<file path="src/rtl/muldiv_pkg.sv">
// Shared types and helpers for the RV32M multiply/divide sequencer.
package muldiv_pkg;

    typedef enum logic [2:0] {
        MUL    = 3'd0,
        MULH   = 3'd1,
        MULHSU = 3'd2,
        MULHU  = 3'd3,
        DIV    = 3'd4,
        DIVU   = 3'd5,
        REM    = 3'd6,
        REMU   = 3'd7
    } muldiv_op_t;

    typedef enum logic [2:0] {
        IDLE  = 3'd0,
        NEG_A = 3'd1,
        NEG_B = 3'd2,
        ITER  = 3'd3,
        FIX   = 3'd4,
        DONE  = 3'd5
    } muldiv_state_t;

    localparam logic [3:0] ALU_ADD = 4'd0;
    localparam logic [3:0] ALU_SUB = 4'd1;

    // funct3[2] separates the divide family from the multiply family
    function automatic logic op_is_div(input muldiv_op_t op);
        return op[2];
    endfunction

    // REM/REMU return the remainder register instead of the quotient
    function automatic logic op_is_rem(input muldiv_op_t op);
        return op[2] & op[1];
    endfunction

    // rs1 is treated as signed for MUL, MULH, MULHSU, DIV and REM
    function automatic logic op_signed_a(input muldiv_op_t op);
        return (op == MUL) || (op == MULH) || (op == MULHSU) || (op == DIV) || (op == REM);
    endfunction

    // rs2 is treated as signed for MUL, MULH, DIV and REM
    function automatic logic op_signed_b(input muldiv_op_t op);
        return (op == MUL) || (op == MULH) || (op == DIV) || (op == REM);
    endfunction

endpackage

</file>
<file path="src/rtl/muldiv_sequencer.sv">
// Multi-cycle RV32M sequencer. All add/subtract/negate work is issued to
// the shared external ALU one operation per cycle; shifts, compares and
// result muxing stay local. Operands are made positive first, iterated
// unsigned (shift-add multiply, restoring divide) and the result is
// negated in a final ALU pass when the signs require it.
//
// state | meaning
// IDLE  | ready for a request, ALU driven with 0+0
// NEG_A | ALU computes 0-a, magnitude of rs1 stored
// NEG_B | ALU computes 0-b, magnitude of rs2 stored
// ITER  | DATA_WIDTH shift-add / restoring-divide steps
// FIX   | single ALU op negating the selected result
// DONE  | resp_valid held until resp_ready
module muldiv_sequencer
    import muldiv_pkg::*;
#(
    parameter int DATA_WIDTH = 32
) (
    input  logic                  clk,
    input  logic                  rst_n,
    input  logic                  req_valid,
    output logic                  req_ready,
    input  logic [2:0]            req_op,
    input  logic [DATA_WIDTH-1:0] req_a,
    input  logic [DATA_WIDTH-1:0] req_b,
    input  logic                  flush,
    output logic                  resp_valid,
    input  logic                  resp_ready,
    output logic [DATA_WIDTH-1:0] resp_data,
    output logic                  busy,
    output logic [DATA_WIDTH-1:0] alu_input0,
    output logic [DATA_WIDTH-1:0] alu_input1,
    output logic [3:0]            alu_aluop,
    input  logic [DATA_WIDTH-1:0] alu_out
);

    localparam int W  = DATA_WIDTH;
    localparam int CW = (W > 1) ? $clog2(W) : 1;
    localparam logic [CW-1:0] CNT_LAST = CW'(W - 1);

    muldiv_state_t state_q;
    muldiv_op_t    op_q;
    logic [W-1:0]  hi_q, hi_d;     // product high word / partial remainder
    logic [W-1:0]  lo_q, lo_d;     // multiplier->product low word / dividend->quotient
    logic [W-1:0]  b_q,  b_d;      // multiplicand / divisor
    logic          sign_a_q, sign_b_q;
    logic [CW-1:0] cnt_q;
    logic          resp_valid_q;
    logic [W-1:0]  resp_data_q;

    muldiv_op_t    req_op_t;
    logic          req_sign_a, req_sign_b;
    logic          div_by_zero, div_overflow, special;
    logic [W-1:0]  special_res;

    logic [W-1:0]  trial;
    logic          ge, carry, lo_zero;
    logic          need_fix;
    logic [W-1:0]  result;

    assign req_op_t   = muldiv_op_t'(req_op);
    assign req_sign_a = op_signed_a(req_op_t) & req_a[W-1];
    assign req_sign_b = op_signed_b(req_op_t) & req_b[W-1];

    // Divide corner cases are answered straight from IDLE without the ALU
    always_comb begin
        div_by_zero  = op_is_div(req_op_t) && (req_b == '0);
        div_overflow = ((req_op_t == DIV) || (req_op_t == REM)) &&
                       (req_a == {1'b1, {(W-1){1'b0}}}) && (req_b == '1);
        special      = div_by_zero || div_overflow;
        special_res  = '0;
        if (div_by_zero) begin
            special_res = op_is_rem(req_op_t) ? req_a : '1;
        end else if (div_overflow) begin
            special_res = op_is_rem(req_op_t) ? '0 : req_a;
        end
    end

    assign trial   = {hi_q[W-2:0], lo_q[W-1]};
    assign ge      = hi_q[W-1] | (trial >= b_q);
    assign carry   = (alu_out < hi_q);
    assign lo_zero = (lo_q == '0);

    // Remainder follows the dividend sign; everything else follows sign_a^sign_b
    assign need_fix = op_is_rem(op_q) ? sign_a_q : (sign_a_q ^ sign_b_q);

    // ALU operand and opcode selection for the current state
    always_comb begin
        alu_input0 = '0;
        alu_input1 = '0;
        alu_aluop  = ALU_ADD;
        case (state_q)
            NEG_A: begin
                alu_input1 = lo_q;
                alu_aluop  = ALU_SUB;
            end
            NEG_B: begin
                alu_input1 = b_q;
                alu_aluop  = ALU_SUB;
            end
            ITER: begin
                if (op_is_div(op_q)) begin
                    alu_input0 = trial;
                    alu_input1 = b_q;
                    alu_aluop  = ALU_SUB;
                end else begin
                    alu_input0 = hi_q;
                    alu_input1 = b_q;
                    alu_aluop  = ALU_ADD;
                end
            end
            FIX: begin
                if (op_is_rem(op_q)) begin
                    alu_input1 = hi_q;
                    alu_aluop  = ALU_SUB;
                end else if (op_is_div(op_q) || (op_q == MUL)) begin
                    alu_input1 = lo_q;
                    alu_aluop  = ALU_SUB;
                end else begin
                    // high word of a 2's-complement 64-bit negate: ~hi + borrow-out of -lo
                    alu_input0 = ~hi_q;
                    alu_input1 = {{(W-1){1'b0}}, lo_zero};
                    alu_aluop  = ALU_ADD;
                end
            end
            default: begin
                alu_input0 = '0;
                alu_input1 = '0;
                alu_aluop  = ALU_ADD;
            end
        endcase
    end

    // Next values of the datapath registers given the ALU result
    always_comb begin
        hi_d = hi_q;
        lo_d = lo_q;
        b_d  = b_q;
        case (state_q)
            NEG_A: lo_d = alu_out;
            NEG_B: b_d  = alu_out;
            ITER: begin
                if (op_is_div(op_q)) begin
                    hi_d = ge ? alu_out : trial;
                    lo_d = {lo_q[W-2:0], ge};
                end else if (lo_q[0]) begin
                    hi_d = {carry, alu_out[W-1:1]};
                    lo_d = {alu_out[0], lo_q[W-1:1]};
                end else begin
                    hi_d = {1'b0, hi_q[W-1:1]};
                    lo_d = {hi_q[0], lo_q[W-1:1]};
                end
            end
            FIX: begin
                if (op_is_rem(op_q)) begin
                    hi_d = alu_out;
                end else if (op_is_div(op_q) || (op_q == MUL)) begin
                    lo_d = alu_out;
                end else begin
                    hi_d = alu_out;
                end
            end
            default: begin
                hi_d = hi_q;
                lo_d = lo_q;
                b_d  = b_q;
            end
        endcase
    end

    // Result word picked from the values about to be registered
    always_comb begin
        if (op_is_rem(op_q)) begin
            result = hi_d;
        end else if (op_is_div(op_q) || (op_q == MUL)) begin
            result = lo_d;
        end else begin
            result = hi_d;
        end
    end

    // Sequencer FSM with registered response
    always_ff @(posedge clk or negedge rst_n) begin
        if (!rst_n) begin
            state_q      <= IDLE;
            op_q         <= MUL;
            hi_q         <= '0;
            lo_q         <= '0;
            b_q          <= '0;
            sign_a_q     <= 1'b0;
            sign_b_q     <= 1'b0;
            cnt_q        <= '0;
            resp_valid_q <= 1'b0;
            resp_data_q  <= '0;
        end else if (flush) begin
            state_q      <= IDLE;
            resp_valid_q <= 1'b0;
            cnt_q        <= '0;
        end else begin
            case (state_q)
                IDLE: begin
                    if (req_valid) begin
                        op_q     <= req_op_t;
                        hi_q     <= '0;
                        lo_q     <= req_a;
                        b_q      <= req_b;
                        sign_a_q <= req_sign_a;
                        sign_b_q <= req_sign_b;
                        cnt_q    <= '0;
                        if (special) begin
                            state_q      <= DONE;
                            resp_valid_q <= 1'b1;
                            resp_data_q  <= special_res;
                        end else if (req_sign_a) begin
                            state_q <= NEG_A;
                        end else if (req_sign_b) begin
                            state_q <= NEG_B;
                        end else begin
                            state_q <= ITER;
                        end
                    end
                end
                NEG_A: begin
                    lo_q    <= lo_d;
                    state_q <= sign_b_q ? NEG_B : ITER;
                end
                NEG_B: begin
                    b_q     <= b_d;
                    state_q <= ITER;
                end
                ITER: begin
                    hi_q  <= hi_d;
                    lo_q  <= lo_d;
                    cnt_q <= cnt_q + CW'(1);
                    if (cnt_q == CNT_LAST) begin
                        if (need_fix) begin
                            state_q <= FIX;
                        end else begin
                            state_q      <= DONE;
                            resp_valid_q <= 1'b1;
                            resp_data_q  <= result;
                        end
                    end
                end
                FIX: begin
                    hi_q         <= hi_d;
                    lo_q         <= lo_d;
                    state_q      <= DONE;
                    resp_valid_q <= 1'b1;
                    resp_data_q  <= result;
                end
                DONE: begin
                    if (resp_ready) begin
                        state_q      <= IDLE;
                        resp_valid_q <= 1'b0;
                    end
                end
                default: begin
                    state_q      <= IDLE;
                    resp_valid_q <= 1'b0;
                end
            endcase
        end
    end

    assign req_ready  = (state_q == IDLE);
    assign busy       = (state_q != IDLE);
    assign resp_valid = resp_valid_q;
    assign resp_data  = resp_data_q;

endmodule

</file>
<file path="config.mk">
export PLATFORM = sky130hd
export DESIGN_NAME = muldiv_sequencer
export DESIGN_NICKNAME = d
export VERILOG_FILES = /design/src/rtl/muldiv_pkg.sv /design/src/rtl/muldiv_sequencer.sv
export SDC_FILE = /design/constraint.sdc
export NUM_CORES = 1
export LEC_CHECK = 0
export ABC_AREA = 1
export BUFFER_PORTS_ARGS = -buffer_cell sky130_fd_sc_hd__buf_4
export CORE_MARGIN = 1
export CORE_UTILIZATION = 50
export CTS_CLUSTER_DIAMETER = 40
export DETAILED_ROUTE_END_ITERATION = 12
export PLACE_DENSITY = 0.72
export SETUP_SLACK_MARGIN = 0.15
export SLEW_MARGIN = 20
export SYNTH_ARGS = -nofsm -noshare
export SYNTH_HDL_FRONTEND = slang
export SYNTH_SLANG_ARGS = --single-unit
export TNS_END_PERCENT = 10
</file>
<file path="constraint.sdc">
create_clock -name clk -period 6.7 [get_ports clk]
set_clock_uncertainty 0.2 [all_clocks]
set_input_delay 0.67 -clock clk [delete_from_list [all_inputs] [get_ports clk]]
set_output_delay 0.67 -clock clk [all_outputs]
set_load 0.01 [all_outputs]
</file>
==> impl_metrics.json <==
{
  "status": "finished clean",
  "die_h_um": 164,
  "layout_common_cells": "nand2_1 (384), inv_1 (296), o21ai_0 (281), buf_4 (224), a21oi_1 (216)",
  "ctsResizeCount": 0,
  "drv_slew": 0,
  "power_density_nw_per_um2": 566,
  "cp-start-kind": "register",
  "synth-async-reset-ratio_pct": 100,
  "clkTransAtPathRegs_ns": 0.08,
  "numCtsBuffers": 17,
  "critical_path_class": "register to output pin",
  "timing.setup.tns_ns": 0,
  "rr_worst_depth": 11,
  "post-cts-setup-buffer-count": 0,
  "clock_latency_ns": 0.44,
  "worstPathArrival_ns": 4.03,
  "power_switching_mw": 4.91,
  "final_cell_area_um2": 15200,
  "ys_types": 49,
  "vias": 15700,
  "grt_pass1_vias": 13700,
  "n_antenna_cell": 0,
  "end_kind": "output pin",
  "area_growth_pct": 16.2,
  "drt_iter0_drc": 2536,
  "r2r-end": "resp_data[24]",
  "grt_max_degree": 123,
  "p_int_mw": 3.68,
  "gp_congestion": 0.972,
  "io-pin-count": 207,
  "utilization_pct": 59.7,
  "htreeDepth": 4,
  "synth-seq-cells": 142,
  "grt_pass1_wl_mm": 82.4,
  "critPathLaunch": "state_q[2]",
  "layout_commonest_cell": "nand2_1",
  "r2r_setup_slack_ns": 2.58,
  "drive_gt1_share_pct": 13.2,
  "dieArea_um2": 26800,
  "rows": 58,
  "setup_violations": 0,
  "antenna_found_initial": 0,
  "hold_path_class": "input port to asynchronous set/reset pin",
  "leakage_nw": 7.72,
  "hpwl_mm": 38.7,
  "syn_area_per_cell_um2": 6.42,
  "clock_power_share_pct": 11.4,
  "comb_power_share_pct": 68.7,
  "clock.fmax_mhz": 204,
  "cts_tree": "yes",
  "seq_area_frac_synth_pct": 27.2,
  "final_hold_viol_count": 0,
  "netlist_area_um2": 13100,
  "die_w_um": 164,
  "ir_drop_mv": 0.350,
  "wirelength_mm": 55.0,
  "rsz0062_at_grt": "false",
  "dpl-instance-area_um2": 14600,
  "nNetsFinal": 2309,
  "synthCells": 2034,
  "yosysWarningCount": 0,
  "cts_hold_buf": 0,
  "firstDrtPassIters": 6,
  "ys.flop_type": "dfrtp_1",
  "cts-root-buf": "clkbuf_16",
  "worst_pin_slew_ns": 1.17,
  "slew_headroom_pct": 22.1,
  "routedWlPerCell_um": 22.1,
  "synth_edf_count": 0,
  "p_sw_share_pct": 57.2,
  "dp_slack_ns": 2.45,
  "drc": 0,
  "clock_path_buffers": 2,
  "cp.required_ns": 5.83,
  "period_minus_slack_ns": 4.90,
  "grt_use_total_pct": 40.8,
  "holdWs_ns": 0.117,
  "worstPathMaxFanout": 48,
  "cts.sinks": 142,
  "core_area_um2": 25400,
  "gr-total-overflow": 0,
  "worst_slack_ns": 1.80,
  "r2r-start": "state_q[2]",
  "io_buffers": 203,
  "via_per_inst": 6.32,
  "period_share_pct": 73.1,
  "seq_power_share_pct": 19.9,
  "cap_viol_max_count": 0,
  "ant_nets": 0,
  "initial_utilization_pct": 51.4
}
[synth_stat cells (all sizes together) (2+ instances only)]
library cell | count | area [µm²]
buf | 66 | 354
dfrtp | 142 | 3550
nand3 | 109 | 551
nand3b | 2 | 15.0
a22oi | 20 | 150
o22ai | 80 | 500
o31ai | 18 | 135
ha | 65 | 813
or2 | 3 | 18.8
clkbuf | 75 | 284
o21ai | 300 | 1510
xor2 | 2 | 17.5
inv | 306 | 1150
nor3 | 33 | 186
a21boi | 3 | 22.5
o21a | 3 | 22.5
o211ai | 49 | 368
a32o | 2 | 20.0
nand2 | 386 | 1450
nor2 | 80 | 318
nand4 | 27 | 169
o32ai | 8 | 70.1
a21oi | 217 | 1090
a32oi | 11 | 96.3
nor4 | 16 | 100
[routing by layer]
metal	share of wire [%]	global-route usage (%)
met1	41	57.7
met2	42	58.8
met3	15	13.2
met4	2.8	11.4
met5	0	0
[cell type report]
type	instances	area, µm²
fill	2471	10200
multi-input combinational	1447	7760
timing repair buffer	226	1720
clock inverter	14	145
clock buffer	18	429
sequential	142	3550
tap	330	413
inverter	306	1150
[through the flow]
step / std cells / power [mW]
6_report: 2483 / 8.58
5_1_grt: 2483 / 9.18
4_1_cts: 2482 / 8.33
3_5_place_dp: 2450 / 7.32
3_3_place_gp: 2450 / 7.23
2_1_floorplan: 2036 / 5.41
[registers in the layout, indices dropped and copies added (netlist names)]
signal,flops
b_q,32
cnt_q,5
hi_q,32
lo_q,32
op_q,3
resp_data,32
resp_valid,1
sign_a_q,1
sign_b_q,1
state_q,3
[worst max-delay path by stage]
stage / end / slack [ns] / depth (start not counted)
6_report: alu_input1[13] / 1.80 / 9
5_1_grt: alu_input1[31] / 1.74 / 9
4_1_cts: alu_input1[13] / 1.99 / 9
3_5_place_dp: alu_input1[13] / 2.45 / 9
3_3_place_gp: alu_input1[31] / 2.53 / 10
2_1_floorplan: alu_input1[20] / 4.16 / 10
[power by group through the flow]
stage               sequential [mW]  clock [mW]  combinational, mW
detailed placement             1.69           0               5.63
global placement               1.69           0               5.54
floorplan                      1.57           0               3.84
global route                   1.75        1.01               6.42
finish                         1.71       0.979               5.89
CTS                            1.69       0.981               5.66
[logic make-up (layout without fill, tap and decap cells)]
group                      after synthesis  count (layout)  synth area share [%]
AOI/OAI and AO/OA                      720             720                  31.1
and+or+nand+nor                        657             657                  21.6
buffers and inverters                  447             564                  13.7
DFF                                    142             142                  27.2
adders and majority gates               65              65                  6.23
xor gates and xnor gates                 2               2                 0.134
other                                    1               3                0.0287
[worst max-delay path, cell delays in order, from the launching register on]
cell and delay, ns:
dfrtp_1 0.59, inv_2 0.10, nor2_2 0.11, buf_4 0.51
inv_2 0.47, nor2_2 0.67, buf_4 0.39, a32oi_1 0.24
o21ai_0 0.25, buf_4 0.20
Power figures use the tool's default switching activity.
